[src/rtl/fifo_pkg.sv]
// ----------------------------------------------------------------------------
// fifo_pkg
// Shared definitions for the synchronous FIFO (sync_fifo_buf) and its
// storage (fifo_mem).
//   FIFO_DATA_WIDTH / FIFO_ADDR_WIDTH : default geometry (8-bit words, 16 deep)
//   count_t                           : occupancy type at the default geometry
//   next_count()                      : occupancy update rule, written on a
//                                       32-bit container so any instance width
//                                       can use it and truncate the result
// ----------------------------------------------------------------------------
package fifo_pkg;

    localparam int FIFO_DATA_WIDTH = 8;
    localparam int FIFO_ADDR_WIDTH = 4;

    // One extra bit so that a completely full FIFO (count == DEPTH) is
    // distinguishable from an empty one.
    typedef logic [FIFO_ADDR_WIDTH:0] count_t;

    // Occupancy moves by one only when exactly one of push/pop happens.
    function automatic logic [31:0] next_count(input logic [31:0] cnt,
                                               input logic        wr_eff,
                                               input logic        rd_eff);
        logic [31:0] res;
        res = cnt;
        if (wr_eff && !rd_eff) begin
            res = cnt + 32'd1;
        end else if (rd_eff && !wr_eff) begin
            res = cnt - 32'd1;
        end
        return res;
    endfunction

endpackage

[src/rtl/fifo_mem.sv]
// ----------------------------------------------------------------------------
// fifo_mem
// Storage array for sync_fifo_buf: DEPTH x DATA_WIDTH, contents not reset.
// Ports:
//   clk   : write clock
//   we    : write enable, word captured on the rising edge
//   waddr : write address
//   wdata : write data
//   raddr : read address (asynchronous / combinational read)
//   rdata : mem[raddr]
// ----------------------------------------------------------------------------
module fifo_mem
    import fifo_pkg::*;
#(
    parameter int DATA_WIDTH = FIFO_DATA_WIDTH,
    parameter int ADDR_WIDTH = FIFO_ADDR_WIDTH
) (
    input  logic                  clk,
    input  logic                  we,
    input  logic [ADDR_WIDTH-1:0] waddr,
    input  logic [DATA_WIDTH-1:0] wdata,
    input  logic [ADDR_WIDTH-1:0] raddr,
    output logic [DATA_WIDTH-1:0] rdata
);

    localparam int DEPTH = 2 ** ADDR_WIDTH;

    logic [DATA_WIDTH-1:0] mem_q [DEPTH];

    always_ff @(posedge clk) begin
        if (we) begin
            mem_q[waddr] <= wdata;
        end
    end

    assign rdata = mem_q[raddr];

endmodule

[src/rtl/sync_fifo_buf.sv]
// ----------------------------------------------------------------------------
// sync_fifo_buf
// Parametrised single-clock FIFO with show-ahead read data. Used once per
// direction between the UART datapath and the host-side interface.
// Ports:
//   clk          : single clock, all state updates on the rising edge
//   rst          : synchronous active-high reset (wins over wr/rd)
//   wr, wr_data  : push request and word
//   rd           : pop request
//   rd_data      : word at the head of the queue (valid while empty == 0)
//   full/empty   : count == DEPTH / count == 0
//   almost_full  : count >= AF_LEVEL
//   almost_empty : count <= AE_LEVEL
//   count        : occupancy 0..DEPTH
//   overflow     : sticky, write attempted while full without a pop
//   underflow    : sticky, pop attempted while empty
// Optional build macro: FIFO_ERR_FLAGS_EN adds overflow/underflow; without
// it dropped writes and ignored reads are silent.
// ----------------------------------------------------------------------------
module sync_fifo_buf
    import fifo_pkg::*;
#(
    parameter int DATA_WIDTH = FIFO_DATA_WIDTH,
    parameter int ADDR_WIDTH = FIFO_ADDR_WIDTH,
    parameter int AF_LEVEL   = (2 ** ADDR_WIDTH) - 2,
    parameter int AE_LEVEL   = 2
) (
    input  logic                  clk,
    input  logic                  rst,
    input  logic                  wr,
    input  logic [DATA_WIDTH-1:0] wr_data,
    input  logic                  rd,
    output logic [DATA_WIDTH-1:0] rd_data,
    output logic                  full,
    output logic                  empty,
    output logic                  almost_full,
    output logic                  almost_empty,
    output logic [ADDR_WIDTH:0]   count
`ifdef FIFO_ERR_FLAGS_EN
    ,
    output logic                  overflow,
    output logic                  underflow
`endif
);

    localparam int DEPTH = 2 ** ADDR_WIDTH;

    if (!(AE_LEVEL < AF_LEVEL && AF_LEVEL <= DEPTH)) begin : g_level_check
        $error("sync_fifo_buf: need AE_LEVEL < AF_LEVEL <= DEPTH");
    end

    localparam logic [ADDR_WIDTH:0] AF_THR = (ADDR_WIDTH+1)'(AF_LEVEL);
    localparam logic [ADDR_WIDTH:0] AE_THR = (ADDR_WIDTH+1)'(AE_LEVEL);

    logic [ADDR_WIDTH-1:0] wr_ptr_q, rd_ptr_q;
    logic [ADDR_WIDTH:0]   count_q, count_d;
    logic                  full_q, empty_q, afull_q, aempty_q;
    logic                  wr_eff, rd_eff;

    // A write into a full FIFO is still legal when a pop frees the head slot
    // in the same cycle; a pop from an empty FIFO never happens.
    assign wr_eff  = wr & (~full_q | rd);
    assign rd_eff  = rd & ~empty_q;
    assign count_d = (ADDR_WIDTH+1)'(next_count(32'(count_q), wr_eff, rd_eff));

    always_ff @(posedge clk) begin
        if (rst) begin
            wr_ptr_q <= '0;
            rd_ptr_q <= '0;
            count_q  <= '0;
            empty_q  <= 1'b1;
            full_q   <= 1'b0;
            aempty_q <= 1'b1;
            afull_q  <= 1'b0;
        end else begin
            // Pointers wrap naturally modulo DEPTH.
            if (wr_eff) wr_ptr_q <= wr_ptr_q + 1'b1;
            if (rd_eff) rd_ptr_q <= rd_ptr_q + 1'b1;
            count_q  <= count_d;
            // Flags come from the next count so they line up with count_q.
            empty_q  <= (count_d == '0);
            full_q   <= (count_d == (ADDR_WIDTH+1)'(DEPTH));
            aempty_q <= (count_d <= AE_THR);
            afull_q  <= (count_d >= AF_THR);
        end
    end

    fifo_mem #(
        .DATA_WIDTH (DATA_WIDTH),
        .ADDR_WIDTH (ADDR_WIDTH)
    ) u_mem (
        .clk   (clk),
        .we    (wr_eff & ~rst),
        .waddr (wr_ptr_q),
        .wdata (wr_data),
        .raddr (rd_ptr_q),
        .rdata (rd_data)
    );

    assign count        = count_q;
    assign full         = full_q;
    assign empty        = empty_q;
    assign almost_full  = afull_q;
    assign almost_empty = aempty_q;

`ifdef FIFO_ERR_FLAGS_EN
    logic overflow_q, underflow_q;

    always_ff @(posedge clk) begin
        if (rst) begin
            overflow_q  <= 1'b0;
            underflow_q <= 1'b0;
        end else begin
            if (wr & full_q & ~rd) overflow_q  <= 1'b1;
            if (rd & empty_q)      underflow_q <= 1'b1;
        end
    end

    assign overflow  = overflow_q;
    assign underflow = underflow_q;
`endif

endmodule

[config.mk]
export PLATFORM = sky130hd
export DESIGN_NAME = sync_fifo_buf
export DESIGN_NICKNAME = d
export VERILOG_FILES = /design/src/rtl/fifo_pkg.sv /design/src/rtl/fifo_mem.sv /design/src/rtl/sync_fifo_buf.sv
export SDC_FILE = /design/constraint.sdc
export NUM_CORES = 1
export LEC_CHECK = 0
export BUFFER_PORTS_ARGS = -buffer_cell sky130_fd_sc_hd__buf_4
export CORE_UTILIZATION = 55
export CTS_BUF_LIST = sky130_fd_sc_hd__clkbuf_2 sky130_fd_sc_hd__clkbuf_4 sky130_fd_sc_hd__clkbuf_8
export DETAILED_ROUTE_END_ITERATION = 7
export PLACE_DENSITY = 0.75
export REMOVE_ABC_BUFFERS = 1
export SLEW_MARGIN = 20
export SYNTH_ARGS = -nofsm -noshare
export SYNTH_HDL_FRONTEND = slang
export SYNTH_SLANG_ARGS = --single-unit
[constraint.sdc]
create_clock -name clk -period 1.6 [get_ports clk]
set_input_delay 0.08 -clock clk [delete_from_list [all_inputs] [get_ports clk]]
set_output_delay 0.08 -clock clk [all_outputs]
set_load 0.02 [all_outputs]
==> results.py <==
metrics = {
    "cts": {
        "ctsLongestPathBuffers": 2,
        "htreeDepth": 4,
        "cts_tree": "built",
        "worstSkewPairLatency_ns": 0.44,
        "cts_buffers": 17,
        "path_clk_slew_ns": 0.07,
        "cts_root_buf": "clkbuf_8",
        "cts_num_sinks": 149,
    },
    "layout": {
        "fin_nets": 413,
        "fin_area_sq_um": 7430,
        "drive_gt1_share_pct": 40.5,
        "area.growth.synth_to_final_pct": 23.2,
        "post-route-util_pct": 71.0,
        "antenna_cells": 0,
    },
    "placement": {
        "place_area_sq_um": 6840,
        "dp_hpwl_microns": 7480,
        "pre_cts_ws_ns": -0.283,
        "portBuffers": 28,
        "gp_congestion": 0.764,
    },
    "floorplanning": {
        "initial_core_util_pct": 57.7,
        "num_io_pins": 29,
        "rows": 37,
        "die-width_microns": 107,
        "die_y_microns": 107,
        "core-area_sq_um": 10500,
        "dieArea_sq_um": 11400,
    },
    "outcome": {
        "status": "finished with violations",
        "failed_checks": "negative setup slack",
    },
    "synth": {
        "yosysTopAreaCellShare_pct": 63.7,
        "post_synth_instance_area_sq_um": 6030,
        "yosysMostFrequentCell": "edfxtp_1",
        "synth_cell_type_count": 47,
        "async_flop_share_pct": 0,
        "synth_adder_area_share_pct": 1.45,
        "yosys_warnings": 0,
        "synth_seq_area_share_pct": 70.7,
        "synthTopCellsByCount": "edfxtp_1 (128), mux4_2 (26), dfxtp_1 (21)",
        "synth_compound_area_share_pct": 1.99,
        "synthCells": 302,
        "synth-simple-area-share_pct": 6.12,
        "ys_top_cells_by_area": "edfxtp_1 (64%), mux4_2 (9.7%), dfxtp_1 (7.0%)",
        "synth_xor_area_share_pct": 1.16,
        "synth_edf_count": 128,
        "muxShareOfSynthArea_pct": 16.5,
        "synth_top_family_by_area": "multiplexers",
        "post_synth.cell_area_avg_sq_um": 20.0,
        "synth_seq_cells": 149,
        "synth_flop_cell": "edfxtp_1",
        "synth_largest_area_cell": "edfxtp_1",
    },
    "sta": {
        "rsz0062_at_grt": "true",
        "maxSlewViolCount": 0,
        "relSlewSlack_pct": 66.2,
        "setup_violations": 8,
        "fmax_ghz": 0.437,
        "fin_crit_ns": 2.29,
        "tns_ns": -5.40,
        "finalHoldViolCount": 0,
        "finalClockSkew_ns": 0.00798,
        "period_share_pct": 143,
        "worst_slack_ns": -0.690,
        "tightest_slew_ns": 0.506,
    },
    "routing": {
        "antenna_left": 0,
        "dr.pass1.iters": 4,
        "route.vias.total": 3116,
        "wire_per_inst_microns": 21.0,
        "wl_microns": 11400,
        "vias_per_cell": 5.74,
        "drtIter0Drc": 212,
        "drc": 0,
    },
    "pwr": {
        "p_leak_nw": 2.55,
        "max-vdd-ir-drop_uv": 657,
        "powerDensity_nw_per_um2": 1120,
    },
    "flow_run": {
        "maxCapViolCount": 0,
    },
    "global_route": {
        "grt-ovfl-total": 0,
        "grt_antenna_before_repair": 0,
        "grt.total_usage_pct": 22.5,
        "grt_max_degree": 23,
        "grt_pass1_vias": 3134,
        "grt_pass1_wl_microns": 17800,
    },
    "setup_path": {
        "arrival_ns": 2.21,
        "endpoint_kind": "output pin",
        "required_ns": 1.52,
        "start_kind": "register",
        "crit_type": "reg2out",
        "rr_worst_depth": 7,
        "worstPathMaxFanout": 12,
    },
    "hold_path": {
        "min_path_type": "in2reg",
        "hold_depth": 5,
    },
}
==> state kept, by name (all words and copies together) (netlist names), named ones only <==
signal	count
u_mem.mem_q	128
count	5
rd_ptr_q	4
wr_ptr_q	4
almost_empty	1
almost_full	1
empty	1
full	1
==> cells in the final DEF (no fill, tap or decap), types with 2 or more instances in the layout <==
cell             n
nand2b_4         2
buf_6           10
and3_1           4
a21oi_1          3
clkinv_2         5
clkinvlp_4       3
a31o_2           2
mux4_2          32
inv_1            2
clkbuf_8        20
nand2_1          7
ha_1             5
edfxtp_1       128
nor2_1          12
a21oi_2          2
nand3_1          3
inv_2            2
ha_4             2
nand4_1          3
buf_4           53
and4_1           3
mux4_1           8
and2_1          13
dfxtp_4          3
xor2_1           4
dlygate4sd3_1    9
clkbuf_4         3
dfxtp_1         17
nor2b_1          3
buf_12          14
mux2i_1          2
xnor2_1          3
==> path summary, 6_finish.rpt <==
path / to / start / slack [ns]
setup / recovery: rd_data[7] / register / -0.69
hold / removal: rd_ptr_q[1] / rd / 0.18
setup reg to reg: full / count[0] / 0.02
hold reg to reg: wr_ptr_q[1] / wr_ptr_q[1] / 0.52
==> layout make-up <==
cell class	count	area [sq um]
Clock buffer	23	298
Clock inverter	9	77.6
Fill cell	642	3030
Inverter	5	21.3
Multi-Input combinational cell	134	1680
Sequential cell	149	4280
Tap cell	136	170
Timing Repair Buffer	87	906
==> power by group <==
| group | internal, mW | switching [mW] | total [mW] | leakage [nW] |
|---|---|---|---|---|
| registers | 4.30 | 0.0775 | 4.38 | 1.33 |
| logic | 0.675 | 0.556 | 1.23 | 1.04 |
| clock network | 1.39 | 1.29 | 2.68 | 0.192 |
| total | 6.36 | 1.93 | 8.29 | 2.55 |
==> critical path, stage by stage, from the launching register on <==
cell and delay [ns]:
dfxtp_4 0.42, buf_12 0.17, mux4_2 0.52, mux4_2 0.50
buf_6 0.15
==> per-layer routing <==
metal	track usage (%)	share of wire [%]	routed length (microns)
met3	5.65	6.3	720
met4	10.1	1.8	210
met1	31.8	44	4990
met5	0	0	0
met2	33.5	48	5490
==> kinds of logic (layout without fill, tap and decap cells) <==
kind of cell               count (synthesis)  count (layout)
adders and majority gates                  7               7
muxes                                     43              43
AOI/OAI and AO/OA                         15              15
and+or+nand+nor                           61              61
xor gates and xnor gates                   8               8
DFF                                      149             149
buffers and inverters                     19             124
==> stage by stage <==
| stage | power, mW | hold slack, ns | cells |
|---|---|---|---|
| CTS | 8.27 | 0.168 | 542 |
| global placement | 5.51 | 0.332 | 500 |
| global route | 8.59 | 0.167 | 543 |
| finish | 8.29 | 0.179 | 543 |
| floorplan | 5.04 | 0.149 | 288 |
| detailed placement | 5.54 | 0.338 | 500 |
==> what timing repair did <==
action,CTS,global route
hold endpoints to repair,132,0
gates cloned,0,1
hold buffers,9,0
setup buffers,1,0
setup endpoints to repair,12,76
resized for setup,20,15
pin swaps,3,1
No activity file was read; power rests on OpenSTA's default activity.
